[src/rtl/store_write_buffer_pkg.sv]
// Shared types for the store write buffer: queued entry layout and drain FSM states.
package store_buf_pkg;

   localparam int SBUF_DEPTH = 4;
   localparam int WORD_W     = 30;

   typedef struct packed {
      logic [WORD_W-1:0] word_addr;
      logic [3:0]        byteen;
      logic [31:0]       data;
   } sbuf_entry_t;

   typedef enum logic {
      IDLE  = 1'b0,
      DRAIN = 1'b1
   } drain_state_e;

endpackage

[src/rtl/store_write_buffer_entry_match.sv]
// Per-entry load lookup: word compare gated by entry validity, then per-lane select.
module sbuf_entry_match
   import store_buf_pkg::*;
(
   input  logic              valid,
   input  logic [WORD_W-1:0] word_addr,
   input  logic [3:0]        byteen,
   input  logic [WORD_W-1:0] ld_word,
   input  logic [3:0]        need,
   output logic [3:0]        lane_hit
);

   logic word_eq;

   assign word_eq  = valid & (word_addr == ld_word);
   assign lane_hit = {4{word_eq}} & byteen & need;

endmodule

[src/rtl/store_write_buffer.sv]
// Store write buffer: FIFO of aligned stores drained to memory over req/ack,
// with load hazard detection (or byte forwarding when STORE_LOAD_FWD_EN is defined).
module store_write_buffer
   import store_buf_pkg::*;
#(
   parameter int DEPTH = SBUF_DEPTH,
   parameter int AW    = 32
) (
   input  logic                     clk,
   input  logic                     reset,
   input  logic                     st_valid,
   input  logic [AW-1:0]            st_addr,
   input  logic [3:0]               st_byteen,
   input  logic [31:0]              st_wdata,
   output logic                     st_stall,
   input  logic                     ld_valid,
   input  logic [AW-1:0]            ld_addr,
   input  logic [3:0]               ld_byteen,
   output logic                     ld_hazard,
   input  logic                     drain_req,
   output logic                     drain_busy,
   output logic                     mem_req,
   output logic [AW-1:0]            mem_addr,
   output logic [3:0]               mem_byteen,
   output logic [31:0]              mem_wdata,
   input  logic                     mem_ack,
   output logic [$clog2(DEPTH):0]   count,
   output drain_state_e             drain_state
`ifdef STORE_LOAD_FWD_EN
   ,
   output logic [31:0]              ld_fwd_data,
   output logic [3:0]               ld_fwd_mask
`endif
);

   localparam int PW = $clog2(DEPTH);
   localparam int CW = PW + 1;

   logic [PW-1:0]     head, tail;
   logic [DEPTH-1:0]  vld;
   sbuf_entry_t       ent [DEPTH];
   drain_state_e      state, state_nxt;
   logic              empty, full, draining, enq, deq;
   logic [WORD_W-1:0] ld_word;
   logic [3:0]        need_lanes;
   logic [3:0]        lane_hit [DEPTH];

   assign empty    = (count == '0);
   assign full     = (count == CW'(DEPTH));
   assign draining = (state == DRAIN);
   // A same-cycle ack frees a slot only from the next edge, so stall depends on registered count alone.
   assign enq      = st_valid & (|st_byteen) & ~full & ~draining;
   assign deq      = ~empty & mem_ack;

   assign st_stall    = st_valid & (((|st_byteen) & full) | draining);
   assign drain_busy  = draining;
   assign drain_state = state;

   always_ff @(posedge clk or negedge reset) begin
      if (!reset) begin
         head  <= '0;
         tail  <= '0;
         count <= '0;
         vld   <= '0;
         state <= IDLE;
      end else begin
         state <= state_nxt;
         if (deq) begin
            head      <= head + 1'b1;
            vld[head] <= 1'b0;
         end
         if (enq) begin
            tail      <= tail + 1'b1;
            vld[tail] <= 1'b1;
         end
         case ({enq, deq})
            2'b10:   count <= count + 1'b1;
            2'b01:   count <= count - 1'b1;
            default: count <= count;
         endcase
      end
   end

   always_ff @(posedge clk) begin
      if (enq) begin
         ent[tail] <= '{word_addr: WORD_W'(st_addr[AW-1:2]), byteen: st_byteen, data: st_wdata};
      end
   end

   always_comb begin
      state_nxt = state;
      case (state)
         IDLE:  if (drain_req && !empty) state_nxt = DRAIN;
         DRAIN: if (empty) state_nxt = IDLE;
      endcase
   end

   assign mem_req    = ~empty;
   assign mem_addr   = mem_req ? AW'({ent[head].word_addr, 2'b00}) : '0;
   assign mem_byteen = mem_req ? ent[head].byteen : 4'b0000;
   assign mem_wdata  = mem_req ? ent[head].data : 32'h0;

   assign ld_word = WORD_W'(ld_addr[AW-1:2]);

   for (genvar g = 0; g < DEPTH; g++) begin : g_match
      sbuf_entry_match u_match (
         .valid     (vld[g]),
         .word_addr (ent[g].word_addr),
         .byteen    (ent[g].byteen),
         .ld_word   (ld_word),
         .need      (need_lanes),
         .lane_hit  (lane_hit[g])
      );
   end

`ifdef STORE_LOAD_FWD_EN
   logic [PW-1:0] idx;
   logic          unused_bits;

   assign need_lanes  = 4'hF;
   assign ld_hazard   = 1'b0;
   assign unused_bits = ^{st_addr[1:0], ld_addr[1:0], ld_byteen};

   // Walk oldest to youngest so the youngest matching entry wins each lane.
   always_comb begin
      idx         = head;
      ld_fwd_data = 32'h0;
      ld_fwd_mask = 4'b0000;
      for (int i = 0; i < DEPTH; i++) begin
         idx = head + PW'(i);
         for (int b = 0; b < 4; b++) begin
            if (ld_valid && lane_hit[idx][b]) begin
               ld_fwd_data[8*b +: 8] = ent[idx].data[8*b +: 8];
               ld_fwd_mask[b]        = 1'b1;
            end
         end
      end
   end
`else
   logic any_hit;
   logic unused_bits;

   assign need_lanes  = ld_byteen;
   assign unused_bits = ^{st_addr[1:0], ld_addr[1:0]};

   always_comb begin
      any_hit = 1'b0;
      for (int i = 0; i < DEPTH; i++) begin
         any_hit = any_hit | (|lane_hit[i]);
      end
   end

   assign ld_hazard = ld_valid & any_hit;
`endif

endmodule
[config.mk]
export PLATFORM = sky130hd
export DESIGN_NAME = store_write_buffer
export DESIGN_NICKNAME = d
export VERILOG_FILES = /design/src/rtl/store_write_buffer_pkg.sv /design/src/rtl/store_write_buffer_entry_match.sv /design/src/rtl/store_write_buffer.sv
export SDC_FILE = /design/constraint.sdc
export NUM_CORES = 1
export LEC_CHECK = 0
export BUFFER_PORTS_ARGS = -buffer_cell sky130_fd_sc_hd__buf_4
export CAP_MARGIN = 30
export CORE_MARGIN = 10
export CORE_UTILIZATION = 57
export CTS_CLUSTER_SIZE = 20
export DETAILED_ROUTE_END_ITERATION = 12
export GPL_TIMING_DRIVEN = 0
export PLACE_DENSITY_LB_ADDON = 0.15
export SLEW_MARGIN = 20
export SYNTH_ARGS = -nofsm -noshare
export SYNTH_HDL_FRONTEND = slang
export SYNTH_SLANG_ARGS = --single-unit
[constraint.sdc]
create_clock -name clk -period 2.8 [get_ports clk]
set_input_delay 0.28 -clock clk [delete_from_list [all_inputs] [get_ports clk]]
set_output_delay 0.28 -clock clk [all_outputs]
set_load 0.01 [all_outputs]
Word level (Yosys, flattened, before mapping):

Memories as Yosys holds them, arrays and structs flattened.
Index checks and enable logic that the tools add are counted.

* add/subtract/negate cells: 4
* multiplexer cells: 15
* $lt $le $gt $ge: 4
* bitwise gates (word level): 29
* equal/unequal tests: 7
* reduce and logical (&&, ||, !) cells: 11

Operators with widths (count)
* $eq A30 B30 Y1: 4
* $mux W32: 2
* $and A4 B4 Y4: 9
* $reduce_or A4 Y1: 5
* $mux W4: 3
* $and A1 B1 Y1: 11
* $lt A2 B3 Y1 const B: 2
* $mux W1: 6
* $pmux W3 S2: 1
* $add A2 B1 Y2 const B: 2
* $demux W1 S2: 2
* $ge A2 B1 Y1 const B: 2
* $not A4 Y4: 1
* $or A1 B1 Y1: 4
* $or A4 B4 Y4: 1
* $add A3 B1 Y3 const B: 1
* $eq A3 B3 Y1 const B: 1
* $logic_and A1 B1 Y1: 3
* $logic_not A3 Y1: 1
* $not A1 Y1: 3
* $sub A3 B1 Y3 const B: 1
* $eq A2 B1 Y1 const B: 1
* $eq A2 B2 Y1 const B: 1
* $pmux W1 S2: 1
* other kinds (2): 2

* flip-flop bits (word level): 12
* output and inout port bits: 76
* memories: 1
* input port bits: 110
* word-level logic and storage cells: 76
* bits in writable memories: 264

Memories
* ent: depth 4, bits a word 66, read ports 5, clocked after memory_dff 0, wr ports 1, line store_write_buffer.sv:41 `sbuf_entry_t ent [DEPTH];`

Logic depth before layout (Yosys ltp):

Gate-level depths: netlist of the first run.

* depth in word-level cells: 9
* gate-level depth with buffers: 11
* depth with buffers taken out: 10

By module:

Synthesis of the first run repeated with hierarchy kept, for this count alone.

* cells, all modules: 683
* area, all modules: 12209.2 µm²

Modules (own cells, without submodules)
* store_write_buffer: sequential area each 8227.9 µm², area each 10752.8 µm², cells each 491, instances 1
* sbuf_entry_match: sequential area each 0.0 µm², area each 364.1 µm², cells each 48, instances 4

Worst setup path after synthesis of the first run:

Ideal clock, no wire load.

* kind: input-to-reg
* from: in st_byteen[3]
* to: reg count[2]
* buffers on the path: 1
* setup time: 79 ps
* cell stages on the path: 10
* setup slack: 632 ps
* required time: 2721 ps
* data arrival time: 2089 ps
* path through: or4_1 nor4bb_1 buf_6 inv_1 ha_1 inv_1 fa_1 xor2_1 nor2_1 xor2_1

* word-level cells in the longest chain between the ends: 6
* elaborated cells between the ends (all ways): 8
* those cells by class: eq/ne: 2; mux: 1; bitwise: 3; reduce/logical: 2

RTL lines
* from (decl): line store_write_buffer.sv:13 `input logic [3:0] st_byteen,`
* $reduce_or A4 Y1 *: line store_write_buffer.sv:52 `assign enq = st_valid & (|st_byteen) & ~full & ~draining;`
* $and A1 B1 Y1 * (3 in a row): line store_write_buffer.sv:52
* $eq A2 B1 Y1 / $eq A2 B2 Y1 (equally long branches): line store_write_buffer.sv:76 `case ({enq, deq})`
* $pmux W3 S2 / $reduce_bool A2 Y1 (equally long branches)
* to (signal assigned): line store_write_buffer.sv:77 `2'b10: count <= count + 1'b1;`
* to (signal assigned): line store_write_buffer.sv:78 `2'b01: count <= count - 1'b1;`
* to (signal assigned): line store_write_buffer.sv:79 `default: count <= count;`
* to (decl): line store_write_buffer.sv:27 `output logic [$clog2(DEPTH):0] count,`

Mark *: on every way between the ends. The rest lies on a longest branch, timed or not.
A chain may end at the register's enable or synchronous reset.

==> flow_summary.toml, run 1 <==
[critical_path]
path_buf_inv = 1
critical_path.cell_chain = "xnor2_1 > nand4_1 > nor4_1 > nand3_1 > a41oi_1 > buf_4"
worstSetupPathType = "reg2out"
arrival_ps = 2420
crit_path_start_kind = "register"
endpoint_kind = "output pin"
path_delay_family = "simple AND/OR/NAND/NOR gates"
max_stage_delay_ps = 400
crit_required_ps = 2520
crit_path_max_fanout = 2
slowest_stage = "nor4_1"

[power_and_ir_drop]
p_total_mw = 13.5
peakVddDrop_mv = 0.597
power_density_mw_per_mm2 = 880
p_leak_nw = 5.29

[sta]
post-route-period-util = 0.963
setup_tns_ps = 0
drv_slew = 0
max_slew_margin = 0.449
final.min_clock_period_ps = 2700
setup_viol = 0
skew_ps = 17.3
tightest_slew_ps = 827
fmax_ghz = 0.371
rsz0062_at_grt = "false"
hold_viol = 0

[synthesis]
netlist_instances = 687
yosysTopAreaCellShare = 0.652
ys_seq_area_frac = 0.676
yosysTopAreaCell = "edfxtp_1"
ys_async_sr_fraction = 0.0435
synth_edf_count = 264
ys.flop_type = "edfxtp_1"
yosysMostFrequentCell = "edfxtp_1"
synth_warnings = 0
ys_top_cells_by_count = "edfxtp_1 (264), xnor2_1 (111), and2_1 (67)"
ys_types = 35
ys_ff_latch = 276
syn_area_sq_mm = 0.0122
yosys-top-cells-area = "edfxtp_1 (65%), mux4_2 (12%), xnor2_1 (8.0%)"
synth.avg_cell_area_sq_um = 17.7

[global_routing]
grtUsageTotal = 0.213
grt_pass1_wl_microns = 45900
antenna_found_initial = 2
grt_pass1_vias = 7686
grt_max_degree = 41
grt_overflow_total = 0

[clock_tree]
clk_path_buf_depth = 3
path_clk_slew_ps = 60
cts_sinks = 276
cts-buffers-inserted = 28
cts_tree = "done"
cts_root_buf = "clkbuf_16"
htree_levels = 1
clk_latency_ps = 540

[route]
vias = 6998
routedWlPerCell_microns = 24.0
wirelength_microns = 29800
detail_route.first_pass.iterations = 5
drt-initial-drc-count = 425
postRouteAntennaNets = 0
via_per_inst = 5.63
drc = 0

[floorplanning]
design.die.area_sq_mm = 0.0276
rows = 53
fp.dieW_microns = 166
die_height_microns = 166
start_util = 0.579
io_pins = 186
core_area_sq_mm = 0.0210

[placed_design]
gp_congestion = 0.889
port_buffers = 151
dp_hpwl_microns = 20500

[run]
drv_cap = 0

[status]
outcome = "complete, no violations"

[layout]
drive_gt1_frac = 0.295
fillers = 1287
num-nets-final = 1066
syn_to_final_growth_pct = 26.2

[worst_hold_path]
hold_path.class = "in2async"
worst reg2reg max path: cells and delay by family (launching register included):
family | cells | cell delay [ps]
AND/OR/NAND/NOR | 3 | 1060
flip-flops | 1 | 410
buffers and inverters | 3 | 590
worst paths after layout:
path | to | slack [ps] | start | cells past startpoint
min | vld[0] | 120 | reset | 2
min in group clk | tail[0] | 290 | st_valid | 4
max | ld_hazard | 100 | ent[2][38] | 6
min reg2reg | vld[2] | 490 | vld[2] | 1
max in group asynchronous | head[1] | 2510 | reset | 2
max reg2reg | ent[0][24] | 380 | count[0] | 6
sequential cells by signal (all words and copies together) (netlist names):
register    cells
count           3
drain_busy      1
ent           264
head            2
tail            2
vld             4
cell usage in the layout, fill, tap and decap left out, types with 5 or more instances in the layout:
| cell type | netlist | layout |
|---|---|---|
| clkbuf_16 | 0 | 29 |
| dfrtp_1 | 12 | 12 |
| clkbuf_1 | 38 | 39 |
| xnor2_1 | 111 | 108 |
| nand2_1 | 6 | 6 |
| edfxtp_1 | 264 | 264 |
| inv_1 | 9 | 9 |
| nor4_1 | 8 | 7 |
| buf_6 | 5 | 5 |
| nand4_1 | 28 | 28 |
| mux4_2 | 66 | 66 |
| clkinv_1 | 0 | 13 |
| dlygate4sd3_1 | 0 | 68 |
| xor2_1 | 14 | 14 |
| and2_1 | 67 | 67 |
| ha_1 | 9 | 9 |
| buf_4 | 3 | 159 |
metal layers:
| layer | vias up | global-route usage | wire length (microns) |
|---|---|---|---|
| li1 | 3149 | - | - |
| met1 | 3523 | 0.256 | 11200 |
| met2 | 278 | 0.377 | 15700 |
| met3 | 48 | 0.0516 | 2260 |
| met4 | 0 | 0.0524 | 638 |
| met5 | - | 0 | 0 |
power by group:
| part | switching [mW] | internal (mW) | leakage [nW] |
|---|---|---|---|
| Sequential | 0.192 | 4.92 | 2.53 |
| Combinational | 2.36 | 2.62 | 2.35 |
| Clock | 1.47 | 1.95 | 0.410 |
| Total | 4.03 | 9.49 | 5.29 |
final cells by class:
class / count / area [sq um] / area share
flip-flops and latches: 276 / 8230 / 0.536
multi-input cells: 348 / 3670 / 0.239
repair buffers: 228 / 1960 / 0.128
clock buffers: 31 / 733 / 0.0477
well taps: 275 / 344 / 0.0224
plain buffers: 55 / 273 / 0.0178
clock inverters: 19 / 106 / 0.00692
inverters: 9 / 33.8 / 0.00220
diodes: 2 / 5.00 / 0.000326
cells by family (layout without fill, tap and decap cells):
logic type      count (synthesis)  count (layout)  share of synthesized area
fa+ha+maj                      10              10                     0.0109
compound gates                 17              17                     0.0108
other cells                     1               4                   0.000308
xor+xnor                      125             125                     0.0900
buf+inv                        64             342                     0.0244
simple gates                  127             127                     0.0643
flops                         276             276                      0.676
mux                            67              67                      0.123
metrics by stage:
step                 util  setup slack (ps)  hold WS [ps]  instances  area [sq um]
global placement    0.649               286           125       1114         13600
finish              0.731               103           115       1243         15400
detailed placement  0.654               325           129       1118         13800
global route        0.730              1.93           137       1241         15400
floorplan               -               632         -15.6        688         12200
CTS                 0.727              7.31           123       1236         15300
what timing repair did:
| item | in CTS | in global routing |
|---|---|---|
| hold buffers | 68 | 0 |
| buffers inserted | 0 | 5 |
| endpoints found under the hold margin | 277 | 0 |
| setup endpoints to repair | 29 | 42 |
| gates resized for setup | 2 | 7 |
(Power assumes the default switching activity.)
==> run 2, diff against run 1 <==
--- a/config.mk
+++ b/config.mk
@@ -7,7 +7,7 @@
 export LEC_CHECK = 0
 export BUFFER_PORTS_ARGS = -buffer_cell sky130_fd_sc_hd__buf_4
 export CAP_MARGIN = 30
-export CORE_MARGIN = 10
+export CORE_MARGIN = 8
 export CORE_UTILIZATION = 57
 export CTS_CLUSTER_SIZE = 20
 export DETAILED_ROUTE_END_ITERATION = 12
==> flow_summary.toml, run 2 (synthesized netlist as in run 1, its figures left out) <==
[critical_path]
critical_path.cell_chain = "xnor2_1 > nand4_1 > nor4_2 > nand3_1 > a41oi_1 > buf_4"
max_stage_delay_ps = 400
arrival_ps = 2470
crit_path_start_kind = "register"
crit_path_max_fanout = 2
slowest_stage = "edfxtp_1"
worstSetupPathType = "reg2out"
crit_required_ps = 2520
endpoint_kind = "output pin"

[sta]
setup_tns_ps = 0
rsz0062_at_grt = "false"
tightest_slew_ps = 797
max_slew_margin = 0.468
post-route-period-util = 0.982
setup_viol = 0
hold_viol = 0
drv_slew = 0
skew_ps = 12.4
final.min_clock_period_ps = 2750
fmax_ghz = 0.364

[placed_design]
dp_hpwl_microns = 20200
placed_area_sq_mm = 0.0137
gp_congestion = 0.914
port_buffers = 151

[floorplanning]
io_pins = 186
design.die.area_sq_mm = 0.0263
core_area_sq_mm = 0.0210
die_height_microns = 162
rows = 53
fp.dieW_microns = 162
start_util = 0.581

[power_and_ir_drop]
peakVddDrop_mv = 0.702
p_leak_nw = 5.28
power_density_mw_per_mm2 = 886
switchingPower_mw = 4.05
pwr-share-comb = 0.364
p_sw_frac = 0.298
p_int_mw = 9.54
seq_power_share = 0.376
pwr-share-clk = 0.260
p_total_mw = 13.6

[clock_tree]
clk_latency_ps = 520
cts_root_buf = "clkbuf_16"
cts_setup_buffers = 0
path_clk_slew_ps = 60
cts_sinks = 276
clk_path_buf_depth = 3
cts_tree = "done"
cts-buffers-inserted = 27
htree_levels = 1

[global_routing]
antenna_found_initial = 5
grtUsageTotal = 0.224
grt_overflow_total = 0
grt_pass1_vias = 7597
grt_pass1_wl_microns = 44500
grt_max_degree = 42

[layout]
syn_to_final_growth_pct = 26.1
drive_gt1_frac = 0.299
largest_reg_flops = 264
num-nets-final = 1060
design_area_sq_mm = 0.0153
fillers = 1328
final_cell_mix = "edfxtp_1 (264), buf_4 (154), xnor2_1 (110)"
regMostFlops = "ent"
largest_registers = "ent x264, vld x4, count x3"
final_common_cell = "edfxtp_1"
post-route-util = 0.732

[route]
routedWlPerCell_microns = 24.1
wirelength_microns = 29800
via_per_inst = 5.63
drc = 0
detail_route.first_pass.iterations = 5
postRouteAntennaNets = 0
vias = 6965
drt-initial-drc-count = 498

[worst_hold_path]
hold_path.class = "in2async"

[status]
outcome = "complete, no violations"

[run]
drv_cap = 0
-- run 2: worst max-delay path, delay by kind of cell, from the launching register on --
kind / cells / cell delay [ps]
simple gates: 3 / 700
flops: 1 / 400
xor+xnor: 1 / 380
compound gates: 1 / 280
buf+inv: 1 / 180
-- run 2: power by group through the flow --
stage | clock, mW | combinational (mW) | sequential, mW
detailed placement | 0 | 4.90 | 5.19
CTS | 3.57 | 5.01 | 5.11
floorplan | 0 | 2.84 | 5.15
finish | 3.53 | 4.95 | 5.11
global placement | 0 | 4.80 | 5.17
global route | 3.75 | 5.32 | 5.14
-- run 2: worst paths after layout --
kind | from | endpoint | slack (ps) | cells after the start
max | ent[0][37] | ld_hazard | 50 | 6
min | reset | drain_busy | 130 | 2
max reg2reg | count[1] | ent[1][25] | 330 | 6
min reg2reg | vld[2] | vld[2] | 490 | 1
max in group asynchronous | reset | vld[1] | 2510 | 2
min in group clk | st_valid | tail[0] | 320 | 4
-- run 2: layout make-up --
cell class | instances | area (sq um) | share of cell area
flip-flops and latches | 276 | 8230 | 0.536
multi-input cells | 348 | 3660 | 0.239
repair buffers | 223 | 1920 | 0.125
clock buffers | 27 | 676 | 0.0441
well taps | 275 | 344 | 0.0224
plain buffers | 55 | 284 | 0.0185
clock inverters | 22 | 189 | 0.0123
inverters | 9 | 33.8 | 0.00220
diodes | 3 | 7.51 | 0.000489
-- run 2: routing by layer --
layer | global-route usage | vias to the layer above | share of wire
met3 | 0.0605 | 54 | 0.090
met1 | 0.275 | 3464 | 0.37
met5 | 0 | - | 0.00091
met2 | 0.376 | 316 | 0.51
li1 | - | 3127 | -
met4 | 0.0846 | 4 | 0.029
-- run 2: repair_timing --
item,4_1_cts,5_1_grt
hold buffers,68,0
endpoints found under the setup margin,29,28
gates resized for setup,1,10
endpoints found under the hold margin,277,0
-- run 2: stage by stage --
step	instances	setup slack [ps]	hold WS (ps)
6_report	1238	51.2	128
2_1_floorplan	688	632	-15.6
4_1_cts	1235	4.00	119
3_5_place_dp	1118	321	127
3_3_place_gp	1114	229	125
5_1_grt	1238	0.342	117
==> run 3, diff against run 2 <==
==> constraint.sdc (replaced) <==
create_clock -name clk -period 2.6 [get_ports clk]
set_input_delay 0.26 -clock clk [delete_from_list [all_inputs] [get_ports clk]]
set_output_delay 0.26 -clock clk [all_outputs]
set_load 0.01 [all_outputs]
==> flow_summary.toml, run 3 (synthesized netlist as in run 1, its figures left out) <==
[power_and_ir_drop]
switchingPower_mw = 4.37
seq_power_share = 0.376
peakVddDrop_mv = 0.753
p_total_mw = 14.7
power_density_mw_per_mm2 = 951
pwr-share-comb = 0.366
p_leak_nw = 5.35
p_int_mw = 10.3
p_sw_frac = 0.297
pwr-share-clk = 0.258

[status]
outcome = "complete, no violations"

[critical_path]
crit_required_ps = 2340
slowest_stage = "edfxtp_1"
crit_path_start_kind = "register"
arrival_ps = 2280
max_stage_delay_ps = 410
critical_path.cell_chain = "xnor2_1 > nand4_1 > nor4_2 > nand3_1 > a41oi_1 > buf_4"
path_buf_inv = 1
crit_path_max_fanout = 2
path_delay_family = "simple AND/OR/NAND/NOR gates"
endpoint_kind = "output pin"
worstSetupPathType = "reg2out"

[floorplanning]
fp.dieW_microns = 162
rows = 53
core_area_sq_mm = 0.0210
io_pins = 186
die_height_microns = 162
design.die.area_sq_mm = 0.0263
start_util = 0.581

[placed_design]
port_buffers = 151
dp_hpwl_microns = 20200
gp_congestion = 0.914
placed_area_sq_mm = 0.0137

[clock_tree]
cts_tree = "done"
cts_sinks = 276
path_clk_slew_ps = 60
cts_root_buf = "clkbuf_16"
clk_latency_ps = 520
cts-buffers-inserted = 27
clk_path_buf_depth = 3
htree_levels = 1

[layout]
syn_to_final_growth_pct = 27.0
final_cell_mix = "edfxtp_1 (264), buf_4 (162), xnor2_1 (102)"
design_area_sq_mm = 0.0154
largest_registers = "ent x264, vld x4, count x3"
multi_input_area_sq_mm = 0.00374
fillers = 1320
regMostFlops = "ent"
num-nets-final = 1063
largest_reg_flops = 264
drive_gt1_frac = 0.319
seq_area_sq_mm = 0.00823
final_common_cell = "edfxtp_1"

[route]
vias = 6996
via_per_inst = 5.64
routedWlPerCell_microns = 24.2
wirelength_microns = 30000
detail_route.first_pass.iterations = 5
postRouteAntennaNets = 0
drt-initial-drc-count = 420
drc = 0

[sta]
tightest_slew_ps = 690
setup_viol = 0
skew_ps = 11.5
max_slew_margin = 0.540
drv_slew = 0
fmax_ghz = 0.393
fin_hold_ws_ps = 110
post-route-period-util = 0.978
final.min_clock_period_ps = 2540
hold_viol = 0

[global_routing]
grt_max_degree = 42
grt_pass1_wl_microns = 44600
grtUsageTotal = 0.225
grt_overflow_total = 0
antenna_found_initial = 5
grt_pass1_vias = 7614

[worst_hold_path]
hold_path.class = "in2async"

[run]
drv_cap = 0
run 3: changes by cell type in the layout (fill, tap and decap cells not counted), sizes merged:
cell and delta:
clkdlybuf4s15 -1, clkbuf +1, and2 +1, buf +2
run 3: power groups by stage:
stage          clock (mW)  combinational (mW)  sequential (mW)
2_1_floorplan           0                3.06             5.54
3_3_place_gp            0                5.17             5.57
3_5_place_dp            0                5.27             5.59
4_1_cts              3.84                5.45             5.51
5_1_grt              4.04                5.79             5.55
6_report             3.79                5.38             5.52
run 3: area by class of cell:
cell class,instances,share of cell area
flip-flops and latches,276,0.533
multi-input cells,349,0.242
repair buffers,226,0.126
clock buffers,27,0.0437
well taps,275,0.0223
plain buffers,54,0.0186
clock inverters,22,0.0122
inverters,9,0.00219
diodes,3,0.000486
run 3: worst register-to-register path, cell delays in order (launching register included):
cell and delay, ps:
dfrtp_1 410, inv_1 100, and3_1 190, nor4bb_1 410, buf_6 200, and2_4 510, buf_16 310
run 3: worst paths after layout:
check                           start  slack [ps]          to  depth (start not counted)
max in group asynchronous       reset        2330      vld[1]                          2
setup reg to reg             count[0]         140  ent[3][27]                          6
hold reg to reg                vld[2]         500      vld[2]                          1
min in group clk             st_valid         310     tail[0]                          4
setup / recovery           ent[2][39]          60   ld_hazard                          6
hold / removal                  reset         110  drain_busy                          2
run 3: routing by layer:
layer / track usage / up-vias / routed length, microns
met2: 0.378 / 310 / 15100
met1: 0.275 / 3485 / 11300
met4: 0.0833 / 4 / 981
met5: 0 / - / 27
li1: - / 3134 / -
met3: 0.0605 / 63 / 2580
run 3: metrics by stage:
stage                     utilization  setup slack, ps  cells  setup TNS [ps]
after floorplan                     -              452    688               0
after global placement          0.651             29.3   1114               0
after detailed placement        0.656              121   1118               0
after CTS                       0.733             10.6   1237               0
after global routing            0.737            -9.64   1241           -9.64
final                           0.737             56.9   1241               0
run 3: timing repair:
item / 4_1_cts / 5_1_grt
hold buffers: 68 / 0
pin swaps: 1 / 4
setup buffers: 3 / 0
endpoints found under the hold margin: 277 / 0
cloned: 0 / 1
setup endpoints to repair: 64 / 26
resized for setup: 16 / 12
